$ cat src/rtl/motor_ramp_ctrl.sv
// -----------------------------------------------------------------------------
// motor_ramp_ctrl
//
// Drives one of N_CH motor channels at a time. Outputs an 8-bit speed pattern
// selected by a ramped level (0..3), and a serial drive bit for the connected
// channel made by rotating that pattern through an 8-step phase counter.
// The level moves by at most one step per RAMP_DIV clock cycles (soft
// start/stop). A channel change is break-before-make: the active channel
// drains to level 0 before the new channel is connected.
//
// Ports
//   clk      in   1      system clock, rising edge
//   rst_n    in   1      asynchronous active-low reset
//   sel      in   SEL_W  requested channel (values >= N_CH are ignored)
//   speed    in   4      requested speed code
//   cur_ch   out  SEL_W  channel currently connected
//   cur_lvl  out  2      current ramped level, 0..3
//   pat_out  out  8      pattern for cur_lvl: 0 / PAT1 / PAT2 / PAT3
//   drive    out  N_CH   serial drive; only bit cur_ch can be non-zero
//   busy     out  1      ramp or drain in progress
//
// FSM states
//   state     | meaning
//   ----------+-------------------------------------------------------------
//   ST_RUN    | channel connected; level tracks the speed target per tick
//   ST_DRAIN  | switch pending; level steps down per tick, then reconnects
// -----------------------------------------------------------------------------
module motor_ramp_ctrl #(
    parameter int          N_CH     = 4,
    parameter int          SEL_W    = 2,
    parameter int          RAMP_DIV = 16,
    parameter logic [7:0]  PAT1     = 8'h0F,
    parameter logic [7:0]  PAT2     = 8'h33,
    parameter logic [7:0]  PAT3     = 8'hC3
) (
    input  logic             clk,
    input  logic             rst_n,
    input  logic [SEL_W-1:0] sel,
    input  logic [3:0]       speed,
    output logic [SEL_W-1:0] cur_ch,
    output logic [1:0]       cur_lvl,
    output logic [7:0]       pat_out,
    output logic [N_CH-1:0]  drive,
    output logic             busy
);

    localparam int DIV_W = $clog2(RAMP_DIV);

    // N_CH always fits in SEL_W+1 bits because 2**SEL_W >= N_CH.
    localparam logic [SEL_W:0] N_CH_L = (SEL_W + 1)'(N_CH);

    typedef enum logic {
        ST_RUN   = 1'b0,
        ST_DRAIN = 1'b1
    } state_t;

    state_t           state;
    state_t           state_nxt;
    logic [DIV_W-1:0] div;
    logic             tick;
    logic [2:0]       phase;
    logic             sel_valid;
    logic             switch_req;
    logic [1:0]       tgt;
    logic [1:0]       lvl_nxt;
    logic [SEL_W-1:0] ch_nxt;
    logic             busy_nxt;

    // -------------------------------------------------------------------------
    // Ramp tick divider and pattern phase, both free-running from reset
    // -------------------------------------------------------------------------
    assign tick = (div == DIV_W'(RAMP_DIV - 1));

    always_ff @(posedge clk or negedge rst_n) begin
        if (!rst_n) begin
            div   <= '0;
            phase <= '0;
        end else begin
            div   <= tick ? '0 : div + DIV_W'(1);
            phase <= phase + 3'd1;
        end
    end

    // -------------------------------------------------------------------------
    // Request decode
    // -------------------------------------------------------------------------
    assign sel_valid  = ({1'b0, sel} < N_CH_L);
    assign switch_req = sel_valid && (sel != cur_ch);

    // An out-of-range selection parks the current channel at level 0.
    always_comb begin
        tgt = 2'd0;
        if (sel_valid) begin
            if (speed == 4'd0) begin
                tgt = 2'd0;
            end else if (speed <= 4'd2) begin
                tgt = 2'd1;
            end else if (speed <= 4'd7) begin
                tgt = 2'd2;
            end else begin
                tgt = 2'd3;
            end
        end
    end

    // -------------------------------------------------------------------------
    // Next-state logic
    // -------------------------------------------------------------------------
    always_comb begin
        state_nxt = state;
        ch_nxt    = cur_ch;
        lvl_nxt   = cur_lvl;
        case (state)
            ST_RUN: begin
                // A switch request wins over a ramp step in the same cycle.
                if (switch_req) begin
                    if (cur_lvl == 2'd0) begin
                        ch_nxt = sel;
                    end else begin
                        state_nxt = ST_DRAIN;
                    end
                end else if (tick) begin
                    if (cur_lvl < tgt) begin
                        lvl_nxt = cur_lvl + 2'd1;
                    end else if (cur_lvl > tgt) begin
                        lvl_nxt = cur_lvl - 2'd1;
                    end
                end
            end
            ST_DRAIN: begin
                // Only the sel value present on the final drain edge matters.
                if (tick) begin
                    if (cur_lvl <= 2'd1) begin
                        lvl_nxt   = 2'd0;
                        state_nxt = ST_RUN;
                        if (sel_valid) begin
                            ch_nxt = sel;
                        end
                    end else begin
                        lvl_nxt = cur_lvl - 2'd1;
                    end
                end
            end
            default: begin
                state_nxt = ST_RUN;
            end
        endcase

        // busy describes the post-edge state against the target seen at the edge.
        busy_nxt = (state_nxt == ST_DRAIN) || (lvl_nxt != tgt);
    end

    // -------------------------------------------------------------------------
    // FSM registers
    // -------------------------------------------------------------------------
    always_ff @(posedge clk or negedge rst_n) begin
        if (!rst_n) begin
            state   <= ST_RUN;
            cur_ch  <= '0;
            cur_lvl <= 2'd0;
            busy    <= 1'b0;
        end else begin
            state   <= state_nxt;
            cur_ch  <= ch_nxt;
            cur_lvl <= lvl_nxt;
            busy    <= busy_nxt;
        end
    end

    // -------------------------------------------------------------------------
    // Output decode, from registers only
    // -------------------------------------------------------------------------
    always_comb begin
        case (cur_lvl)
            2'd1:    pat_out = PAT1;
            2'd2:    pat_out = PAT2;
            2'd3:    pat_out = PAT3;
            default: pat_out = 8'h00;
        endcase
    end

    always_comb begin
        drive = '0;
        for (int i = 0; i < N_CH; i++) begin
            if (cur_ch == SEL_W'(i)) begin
                drive[i] = pat_out[phase];
            end
        end
    end

endmodule

$ cat config.mk
export PLATFORM = sky130hd
export DESIGN_NAME = motor_ramp_ctrl
export DESIGN_NICKNAME = d
export VERILOG_FILES = /design/src/rtl/motor_ramp_ctrl.sv
export SDC_FILE = /design/constraint.sdc
export NUM_CORES = 1
export LEC_CHECK = 0
export BUFFER_PORTS_ARGS = -buffer_cell sky130_fd_sc_hd__buf_2
export CAP_MARGIN = 5
export CORE_MARGIN = 2
export CORE_UTILIZATION = 50
export CTS_CLUSTER_SIZE = 30
export DETAILED_ROUTE_END_ITERATION = 12
export HOLD_SLACK_MARGIN = 0.15
export PLACE_DENSITY = 0.77
export SYNTH_ARGS = -nofsm -noshare
export SYNTH_HDL_FRONTEND = slang
export SYNTH_SLANG_ARGS = --single-unit
export TNS_END_PERCENT = 5
$ cat constraint.sdc
create_clock -name clk -period 2.2 [get_ports clk]
set_input_delay 0.11 -clock clk [delete_from_list [all_inputs] [get_ports clk]]
set_output_delay 0.11 -clock clk [all_outputs]
set_load 0.01 [all_outputs]
Word level (Yosys, flattened, before mapping):

Cells that the tools add are included.

* add/sub/neg operators: 4
* $lt $le $gt $ge: 6
* eq/ne operators: 13
* mux-type cells: 28
* bitwise logic cells: 1
* reductions and logical operators: 5

Operators by type and width (count)
* $mux 2: 12
* $pmux 8 s3: 1
* $mux 1: 10
* $eq 2x2->1 const B: 4
* $pmux 2 s2: 2
* $add 4x1->4 const B: 1
* $eq 2x1->1 const B: 2
* $eq 4x4->1 const B: 1
* $le 4x2->1 const B: 1
* $le 4x3->1 const B: 1
* $logic_not 2->1: 2
* $logic_not 4->1: 1
* $lt 3x4->1 const B: 1
* $mux 4: 1
* $ne 2x1->1 const B: 2
* $ne 2x2->1: 2
* $ne 2x2->1 const B: 2
* $reduce_and 4->1: 1
* $add 3x1->3 const B: 1
* $bmux 1 s3: 1
* $add 2x1->2 const B: 1
* $gt 2x2->1: 1
* $le 2x1->1 const B: 1
* $lt 2x2->1: 1
* other kinds (4): 4

* bits in registers: 13
* output and inout port bits: 17
* word-level logic and storage cells: 63

Longest topological paths before layout:

Gate-level depths: netlist of the first run.

* depth in word-level cells: 12
* gate-level depth with buffers: 10
* depth with buffers taken out: 10

Least setup slack after synthesis of the first run:

OpenSTA, ideal clock, no wires.

* path kind: register -> register
* start: register cur_lvl[0]
* end: register busy
* library setup time: 132 ps
* arrival: 1849 ps
* required time: 2068 ps
* path slack: 219 ps
* cell stages (with the launch flop): 7
* buffers on the path: 0
* path through: dfrtp_1 inv_1 ha_1 a311oi_1 mux2_4 a211oi_2 o211ai_2

* longest elaborated chain between the ends: 8
* elaborated cells on any way between the ends: 20

RTL lines
* from (decl): RTL line 41 `output logic [1:0] cur_lvl,`
* from (signal assigned): RTL line 165 `cur_lvl <= lvl_nxt;`
* $sub 2x1->2 / $gt 2x2->1 (equally long branches): RTL line 126, 140, 125
* $mux 2: RTL line 125 `end else if (cur_lvl > tgt) begin`
* $mux 2: RTL line 123 `if (cur_lvl < tgt) begin`
* $mux 2: RTL line 122 `end else if (tick) begin`
* $mux 2: RTL line 116 `if (switch_req) begin`
* $pmux 2 s2: RTL line 113 `case (state)`
* $ne 2x2->1: RTL line 150 `busy_nxt = (state_nxt == ST_DRAIN) || (lvl_nxt != tgt);`
* $logic_or 1x1->1 (*): RTL line 150
* net busy_nxt: RTL line 67 `logic busy_nxt;`
* to (signal assigned): RTL line 166 `busy <= busy_nxt;`
* to (decl): RTL line 44 `output logic busy`

The timed path passes the listed nets; every way through them passes the cells marked *.
A chain may end at the register's enable or synchronous reset.

Final worst setup path of the first run:

* start: register cur_lvl[0]
* end: output port drive[1]

* longest elaborated chain between the ends: 5
* elaborated cells on any way between the ends: 7

RTL lines
* $eq 2x2->1 / $eq 2x1->1 (equally long branches): RTL line 174 `case (cur_lvl)`
* $pmux 8 s3 (*): RTL line 174
* $bmux 1 s3 (*): RTL line 186 `drive[i] = pat_out[phase];`
* $mux 1 (not written as such) (*): RTL line 186
* $mux 1 (*): RTL line 185 `if (cur_ch == SEL_W'(i)) begin`
* to (decl): RTL line 43 `output logic [N_CH-1:0] drive,`

Mark *: on every way between the ends. The rest lies on a longest branch, timed or not. The select of a mux whose other input is x is not followed.

==> run_summary.xml, run 1 <==
<?xml version="1.0" encoding="UTF-8"?>
<metrics>
  <group name="synthesis">
    <metric name="synth-edff-count" unit="">0</metric>
    <metric name="post_synth_fa_ha_maj_area_fraction" unit="%">12.57</metric>
    <metric name="postSynthNetCount" unit="">109</metric>
    <metric name="synth.lib_cells_used.distinct" unit="">36</metric>
    <metric name="synthesis.area" unit="um2">895.9</metric>
    <metric name="main_area_contributors_after_synthesis" unit="">sky130_fd_sc_hd__dfrtp_1 (36%), sky130_fd_sc_hd__ha_1 (13%), sky130_fd_sc_hd__xor2_1 (3.9%)</metric>
    <metric name="synth.yosys.seq_area_share" unit="%">36.31</metric>
    <metric name="synthCells" unit="">92</metric>
    <metric name="synth-compound-area-share" unit="%">14.80</metric>
    <metric name="postSynthRegisterBits" unit="">13</metric>
    <metric name="mux_contribution_to_synthesized_area" unit="%">5.447</metric>
    <metric name="synth_simple_gate_area_share" unit="%">16.90</metric>
    <metric name="dominant_combinational_cell_family_by_area_after_synthesis" unit="">simple AND/OR/NAND/NOR gates</metric>
    <metric name="yosys_warnings" unit="">0</metric>
    <metric name="synth.avg_cell_area" unit="um2">9.738</metric>
    <metric name="async_reset_ff_share" unit="%">100.0</metric>
    <metric name="synth_largest_area_cell" unit="">sky130_fd_sc_hd__dfrtp_1</metric>
    <metric name="ys.flop_type" unit="">sky130_fd_sc_hd__dfrtp_1</metric>
    <metric name="synthXorXnorAreaFrac" unit="%">6.704</metric>
    <metric name="fraction_of_synthesized_cell_area_taken_by_the_top_area_cell_type" unit="%">36.31</metric>
  </group>
  <group name="clocking">
    <metric name="clock_tree_from_tritoncts" unit="">yes</metric>
    <metric name="cts_made_buffers" unit="">3</metric>
    <metric name="clk-insertion-delay-late" unit="ns">0.28</metric>
    <metric name="cts.repair_timing.setup_buffer_count" unit="">0</metric>
    <metric name="clkSlewWorstSetupHoldPaths" unit="ns">0.07</metric>
    <metric name="cts_num_sinks" unit="">13</metric>
    <metric name="htree_levels" unit="">1</metric>
    <metric name="holdBufCountCts" unit="">3</metric>
    <metric name="cts_max_path_buffers" unit="">2</metric>
    <metric name="cts-root-buf" unit="">sky130_fd_sc_hd__clkbuf_4</metric>
    <metric name="number_of_gates_resized_after_cts" unit="">0</metric>
  </group>
  <group name="power_and_ir_drop">
    <metric name="intPower" unit="mW">0.3359</metric>
    <metric name="switching_share" unit="%">23.70</metric>
    <metric name="p_switching" unit="mW">0.1044</metric>
    <metric name="power_per_cell_area" unit="nW/um2">400.8</metric>
    <metric name="total_leakage_power" unit="nW">0.5827</metric>
    <metric name="share_of_power_burned_in_the_clock_network" unit="%">32.9</metric>
    <metric name="comb_power_share" unit="%">11.5</metric>
    <metric name="max-vdd-ir-drop" unit="mV">0.3349</metric>
    <metric name="power.share.sequential" unit="%">55.6</metric>
    <metric name="p_total" unit="mW">0.4403</metric>
  </group>
  <group name="final_layout">
    <metric name="leading_cell_type_in_the_layout_fill_and_taps_excluded" unit="">sky130_fd_sc_hd__buf_2</metric>
    <metric name="postLayoutCellArea" unit="um2">1099</metric>
    <metric name="num-nets-final" unit="">140</metric>
    <metric name="post_route_cells_drive_above_1_share" unit="%">32.79</metric>
    <metric name="filler_cell_count" unit="">154</metric>
    <metric name="layout.cells.most_common_list" unit="">sky130_fd_sc_hd__buf_2 (24), sky130_fd_sc_hd__dfrtp_1 (13), sky130_fd_sc_hd__nor2_1 (9), sky130_fd_sc_hd__ha_1 (9), sky130_fd_sc_hd__inv_1 (8)</metric>
    <metric name="synthToLayoutAreaGrowth" unit="%">22.63</metric>
    <metric name="antennaDiodeCount" unit="">0</metric>
  </group>
  <group name="routing">
    <metric name="routed_wire_length_per_instance" unit="um">11.99</metric>
    <metric name="number_of_antenna_violating_nets_in_the_routed_design" unit="">0</metric>
    <metric name="drtPass1Iterations" unit="">4</metric>
    <metric name="drtIter0Drc" unit="">8</metric>
    <metric name="totalWireLength" unit="um">1762</metric>
    <metric name="via_per_inst" unit="">5.088</metric>
    <metric name="drc" unit="">0</metric>
    <metric name="route.vias.total" unit="">748</metric>
  </group>
  <group name="sta">
    <metric name="max-slew-margin-rel" unit="%">69.56</metric>
    <metric name="report.final.hold_viol_count" unit="">0</metric>
    <metric name="setup_viol_count_final" unit="">0</metric>
    <metric name="fin_setup_tns" unit="ns">0</metric>
    <metric name="worstMarginPinSlew" unit="ns">0.4509</metric>
    <metric name="whs" unit="ns">0.2217</metric>
    <metric name="clock-skew-final" unit="ns">0.002821</metric>
    <metric name="layout_setup_ws" unit="ns">0.1196</metric>
    <metric name="setup_repair_after_global_routing_missed_its_margin" unit="">false</metric>
    <metric name="min_period" unit="ns">2.080</metric>
    <metric name="maxSlewViolCount" unit="">0</metric>
    <metric name="achievable-frequency" unit="MHz">480.7</metric>
    <metric name="min_period_over_period" unit="%">94.56</metric>
  </group>
  <group name="global_route">
    <metric name="globalRoute.totalOverflow" unit="">0</metric>
    <metric name="antenna_found_initial" unit="">0</metric>
    <metric name="pin_count_of_the_biggest_net_entering_global_routing" unit="">14</metric>
    <metric name="grt_pass1_vias" unit="">701</metric>
    <metric name="gr-usage-all-layers" unit="%">19.55</metric>
    <metric name="grt_pass1_wl" unit="um">2946</metric>
  </group>
  <group name="place">
    <metric name="placed_cell_area" unit="um2">1042</metric>
    <metric name="post-place-ws" unit="ns">0.1266</metric>
    <metric name="gp_congestion" unit="">0.7529</metric>
    <metric name="io_buffer_count" unit="">24</metric>
    <metric name="hpwl" unit="um">1420</metric>
  </group>
  <group name="critical_path">
    <metric name="critPathLaunchType" unit="">register</metric>
    <metric name="worst-r2r-setup-slack" unit="ns">0.21</metric>
    <metric name="reg2regPathDepth" unit="">8</metric>
    <metric name="data_required_time_at_the_worst_endpoint" unit="ns">2.09</metric>
    <metric name="path_max_fanout" unit="">4</metric>
    <metric name="end_kind" unit="">output pin</metric>
    <metric name="worst-endpoint-arrival" unit="ns">1.97</metric>
    <metric name="path_class" unit="">reg2out</metric>
  </group>
  <group name="min_path">
    <metric name="min_path_cells" unit="">4</metric>
    <metric name="worst_hold_path_type" unit="">in2reg</metric>
  </group>
  <group name="floorplanning">
    <metric name="die-width" unit="um">46.33</metric>
    <metric name="io_pins" unit="">25</metric>
    <metric name="start_util" unit="%">52.45</metric>
    <metric name="site_rows" unit="">15</metric>
    <metric name="die_height" unit="um">46.33</metric>
    <metric name="die_area" unit="um2">2146</metric>
    <metric name="core-area" unit="um2">1708</metric>
  </group>
  <group name="flow_run">
    <metric name="timing.max_cap.violations" unit="">0</metric>
  </group>
  <group name="run_status">
    <metric name="outcome" unit="">complete, no violations</metric>
  </group>
</metrics>
-- final cells by class --
class	count	area [um2]	area share [%]
Tap cell	25	31.28	2.847
Multi-Input combinational cell	66	505.5	46.01
Sequential cell	13	325.3	29.61
Timing Repair Buffer	31	180.2	16.40
Inverter	8	30.03	2.733
Clock buffer	4	26.28	2.392
-- per-layer routing --
layer | GRT usage, % | part of all wire [%] | vias to the layer above | routed length, um
met5 | 0 | 0 | - | 0
met4 | 6.857 | 1.6 | 0 | 29
met3 | 6.275 | 5.3 | 4 | 94
met2 | 32.78 | 49 | 21 | 859
met1 | 23.24 | 44 | 345 | 779
li1 | - | - | 378 | -
-- sequential cells by signal, indices dropped and copies added (netlist names) --
register and cells:
cur_ch 2, busy 1, cur_lvl 2, state 1
phase 3, div 4
-- metrics by stage --
step                      util, %  cells
after global placement      61.03    140
after global routing        64.32    147
final                       64.32    147
after CTS                   64.32    147
after detailed placement    61.03    140
after floorplan                 -     92
-- synthesized netlist by cell type, types with 2 or more instances --
cell and n:
sky130_fd_sc_hd__o21ai_0 3, sky130_fd_sc_hd__xor2_1 4, sky130_fd_sc_hd__a21oi_1 4, sky130_fd_sc_hd__buf_4 4, sky130_fd_sc_hd__nor3_1 2, sky130_fd_sc_hd__nand3_1 4
sky130_fd_sc_hd__dfrtp_1 13, sky130_fd_sc_hd__nor2_1 9, sky130_fd_sc_hd__a211oi_1 2, sky130_fd_sc_hd__mux2_2 3, sky130_fd_sc_hd__inv_1 8, sky130_fd_sc_hd__ha_1 9
sky130_fd_sc_hd__nand2_1 4
-- cells by family after synthesis --
family          Yosys count
flops                    13
mux                       4
compound gates           18
simple gates             29
fa+ha+maj                 9
xor+xnor                  6
buf+inv                  13
-- power groups by stage --
stage	registers, mW	clock network [mW]	logic (mW)
2_1_floorplan	0.250	0	0.0243
3_3_place_gp	0.249	0	0.0456
3_5_place_dp	0.250	0	0.0468
4_1_cts	0.245	0.150	0.0510
5_1_grt	0.246	0.160	0.0569
6_report	0.245	0.145	0.0506
-- critical path, cell delays in order, from the launching register on --
cell	delay [ns]
sky130_fd_sc_hd__dfrtp_1	0.35
sky130_fd_sc_hd__inv_1	0.10
sky130_fd_sc_hd__buf_4	0.16
sky130_fd_sc_hd__ha_1	0.24
sky130_fd_sc_hd__mux2_2	0.27
sky130_fd_sc_hd__a21oi_1	0.24
sky130_fd_sc_hd__or2b_1	0.16
sky130_fd_sc_hd__nor2_1	0.04
sky130_fd_sc_hd__buf_2	0.14
-- path summary, 6_finish.rpt --
kind,start,end
worst max register to register,cur_lvl[1]$_DFF_PN0_,busy$_DFF_PN0_
worst min register to register,phase[0]$_DFF_PN0_,phase[0]$_DFF_PN0_
min in group asynchronous,rst_n,div[2]$_DFF_PN0_
worst max-delay path,cur_lvl[0]$_DFF_PN0_,drive[1]
max in group asynchronous,rst_n,cur_ch[1]$_DFFE_PN0P_
worst min-delay path,speed[2],busy$_DFF_PN0_
Note: power is estimated with default switching activity, not from simulation.
==> run 2: changes to the inputs <==
==> constraint.sdc (replaced) <==
create_clock -name clk -period 2.2 [get_ports clk]
set_input_delay 0.11 -clock clk [delete_from_list [all_inputs] [get_ports clk]]
set_output_delay 0.11 -clock clk [all_outputs]
set_load 0.05 [all_outputs]
==> run_summary.xml, run 2 (same netlist as run 1, synthesis figures left out) <==
<?xml version="1.0" encoding="UTF-8"?>
<metrics>
  <group name="place">
    <metric name="io_buffer_count" unit="">24</metric>
    <metric name="gp_congestion" unit="">0.8852</metric>
    <metric name="hpwl" unit="um">1410</metric>
    <metric name="placed_cells" unit="">136</metric>
    <metric name="post-place-ws" unit="ns">0.09258</metric>
  </group>
  <group name="power_and_ir_drop">
    <metric name="total_leakage_power" unit="nW">0.5563</metric>
    <metric name="max-vdd-ir-drop" unit="mV">0.3519</metric>
    <metric name="p_total" unit="mW">0.4427</metric>
    <metric name="power_per_cell_area" unit="nW/um2">400.2</metric>
  </group>
  <group name="floorplanning">
    <metric name="io_pins" unit="">25</metric>
    <metric name="core-area" unit="um2">1708</metric>
    <metric name="start_util" unit="%">52.45</metric>
    <metric name="die_area" unit="um2">2146</metric>
    <metric name="die-width" unit="um">46.33</metric>
    <metric name="die_height" unit="um">46.33</metric>
    <metric name="site_rows" unit="">15</metric>
  </group>
  <group name="critical_path">
    <metric name="end_kind" unit="">register</metric>
    <metric name="data_required_time_at_the_worst_endpoint" unit="ns">2.34</metric>
    <metric name="path_max_fanout" unit="">6</metric>
    <metric name="path_class" unit="">reg2reg</metric>
    <metric name="critPathLaunchType" unit="">register</metric>
    <metric name="worst-endpoint-arrival" unit="ns">2.24</metric>
  </group>
  <group name="final_layout">
    <metric name="instances_no_fill" unit="">143</metric>
    <metric name="post_route_cells_drive_above_1_share" unit="%">38.98</metric>
    <metric name="num-nets-final" unit="">136</metric>
    <metric name="synthToLayoutAreaGrowth" unit="%">23.46</metric>
    <metric name="top_regs" unit="">div (4), phase (3)</metric>
    <metric name="leading_cell_type_in_the_layout_fill_and_taps_excluded" unit="">sky130_fd_sc_hd__buf_2</metric>
    <metric name="regMostFlops" unit="">div</metric>
    <metric name="layout.cells.most_common_list" unit="">sky130_fd_sc_hd__buf_2 (22), sky130_fd_sc_hd__dfrtp_1 (11), sky130_fd_sc_hd__inv_1 (8)</metric>
    <metric name="postLayoutCoreUtil" unit="%">64.76</metric>
    <metric name="largest_reg_flops" unit="">4</metric>
    <metric name="antennaDiodeCount" unit="">0</metric>
  </group>
  <group name="clocking">
    <metric name="cts_num_sinks" unit="">13</metric>
    <metric name="cts_max_path_buffers" unit="">2</metric>
    <metric name="cts-root-buf" unit="">sky130_fd_sc_hd__clkbuf_4</metric>
    <metric name="htree_levels" unit="">1</metric>
    <metric name="cts.repair_timing.setup_buffer_count" unit="">0</metric>
    <metric name="clk-insertion-delay-late" unit="ns">0.27</metric>
    <metric name="clock_tree_from_tritoncts" unit="">yes</metric>
    <metric name="clkSlewWorstSetupHoldPaths" unit="ns">0.07</metric>
    <metric name="cts_made_buffers" unit="">3</metric>
  </group>
  <group name="sta">
    <metric name="achievable-frequency" unit="MHz">477.8</metric>
    <metric name="report.final.hold_viol_count" unit="">0</metric>
    <metric name="worstMarginPinSlew" unit="ns">0.5448</metric>
    <metric name="max-slew-margin-rel" unit="%">63.22</metric>
    <metric name="layout_setup_ws" unit="ns">0.1073</metric>
    <metric name="maxSlewViolCount" unit="">0</metric>
    <metric name="min_period_over_period" unit="%">95.12</metric>
    <metric name="setup_viol_count_final" unit="">0</metric>
    <metric name="clock-skew-final" unit="ns">0.004011</metric>
    <metric name="fin_setup_tns" unit="ns">0</metric>
    <metric name="setup_repair_after_global_routing_missed_its_margin" unit="">false</metric>
    <metric name="min_period" unit="ns">2.093</metric>
  </group>
  <group name="global_route">
    <metric name="globalRoute.totalOverflow" unit="">0</metric>
    <metric name="pin_count_of_the_biggest_net_entering_global_routing" unit="">14</metric>
    <metric name="grt_pass1_vias" unit="">673</metric>
    <metric name="grt_pass1_wl" unit="um">2835</metric>
    <metric name="gr-usage-all-layers" unit="%">19.27</metric>
    <metric name="antenna_found_initial" unit="">0</metric>
  </group>
  <group name="routing">
    <metric name="route.vias.total" unit="">764</metric>
    <metric name="drc" unit="">0</metric>
    <metric name="drtIter0Drc" unit="">5</metric>
    <metric name="via_per_inst" unit="">5.343</metric>
    <metric name="met2_wirelength" unit="um">886</metric>
    <metric name="route.top_layer_used" unit="">met4</metric>
    <metric name="drtPass1Iterations" unit="">4</metric>
    <metric name="met3WireLength" unit="um">109</metric>
    <metric name="wl_met1" unit="um">786</metric>
    <metric name="totalWireLength" unit="um">1796</metric>
    <metric name="routed_wire_length_per_instance" unit="um">12.56</metric>
    <metric name="number_of_antenna_violating_nets_in_the_routed_design" unit="">0</metric>
  </group>
  <group name="run_status">
    <metric name="outcome" unit="">complete, no violations</metric>
  </group>
  <group name="min_path">
    <metric name="worst_hold_path_type" unit="">in2reg</metric>
  </group>
  <group name="flow_run">
    <metric name="timing.max_cap.violations" unit="">0</metric>
  </group>
</metrics>
[run 2: worst max-delay path, stage by stage (launching register included)]
cell and delay [ns]:
sky130_fd_sc_hd__dfrtp_2 0.45, sky130_fd_sc_hd__inv_1 0.19, sky130_fd_sc_hd__ha_1 0.22, sky130_fd_sc_hd__nand2b_1 0.09
sky130_fd_sc_hd__a311oi_1 0.37, sky130_fd_sc_hd__mux2_4 0.35, sky130_fd_sc_hd__a211oi_2 0.20, sky130_fd_sc_hd__o211ai_2 0.10
[run 2: stage by stage]
step,instance area (um2),hold slack [ns]
2_1_floorplan,918.4,-0.1856
3_3_place_gp,1035,0.003498
3_5_place_dp,1035,0.001622
4_1_cts,1091,0.2144
5_1_grt,1106,0.2522
6_report,1106,0.2218
[run 2: area by class of cell]
type	instances	area (um2)
clock buffer	4	26.28
fill	146	601.8
inverter	8	30.03
multi-input combinational	66	535.5
sequential	13	327.8
tap	25	31.28
timing repair buffer	27	155.1
[run 2: path summary, 6_finish.rpt]
path                                       from  slack (ns)  depth (start not counted)                    to
min reg2reg                  phase[0]$_DFF_PN0_        0.42                          1    phase[0]$_DFF_PN0_
max                        cur_lvl[0]$_DFF_PN0_        0.11                          7        busy$_DFF_PN0_
min in group asynchronous                 rst_n        0.24                          2    phase[1]$_DFF_PN0_
max reg2reg                cur_lvl[0]$_DFF_PN0_        0.11                          7        busy$_DFF_PN0_
min                                    speed[2]        0.22                          4        busy$_DFF_PN0_
max in group asynchronous                 rst_n        1.72                          2  cur_lvl[0]$_DFF_PN0_
[run 2: layer usage]
layer  GRT usage (%)  vias up
li1                -      372
met1           24.00      358
met2           31.39       32
met3           3.922        2
met4           9.714        0
met5               0        -
[run 2: what timing repair did]
action	CTS	global route
setup endpoints to repair	0	3
resized for setup	0	4
hold buffers	3	0
endpoints found under the hold margin	15	0
[run 2: power by group]
| group | switching [mW] | leakage, nW | total [mW] | internal (mW) |
|---|---|---|---|---|
| sequential | 0.00412 | 0.161 | 0.245 | 0.241 |
| combinational | 0.0356 | 0.381 | 0.0586 | 0.0231 |
| clock | 0.0686 | 0.0150 | 0.139 | 0.0701 |
| total | 0.108 | 0.556 | 0.443 | 0.334 |
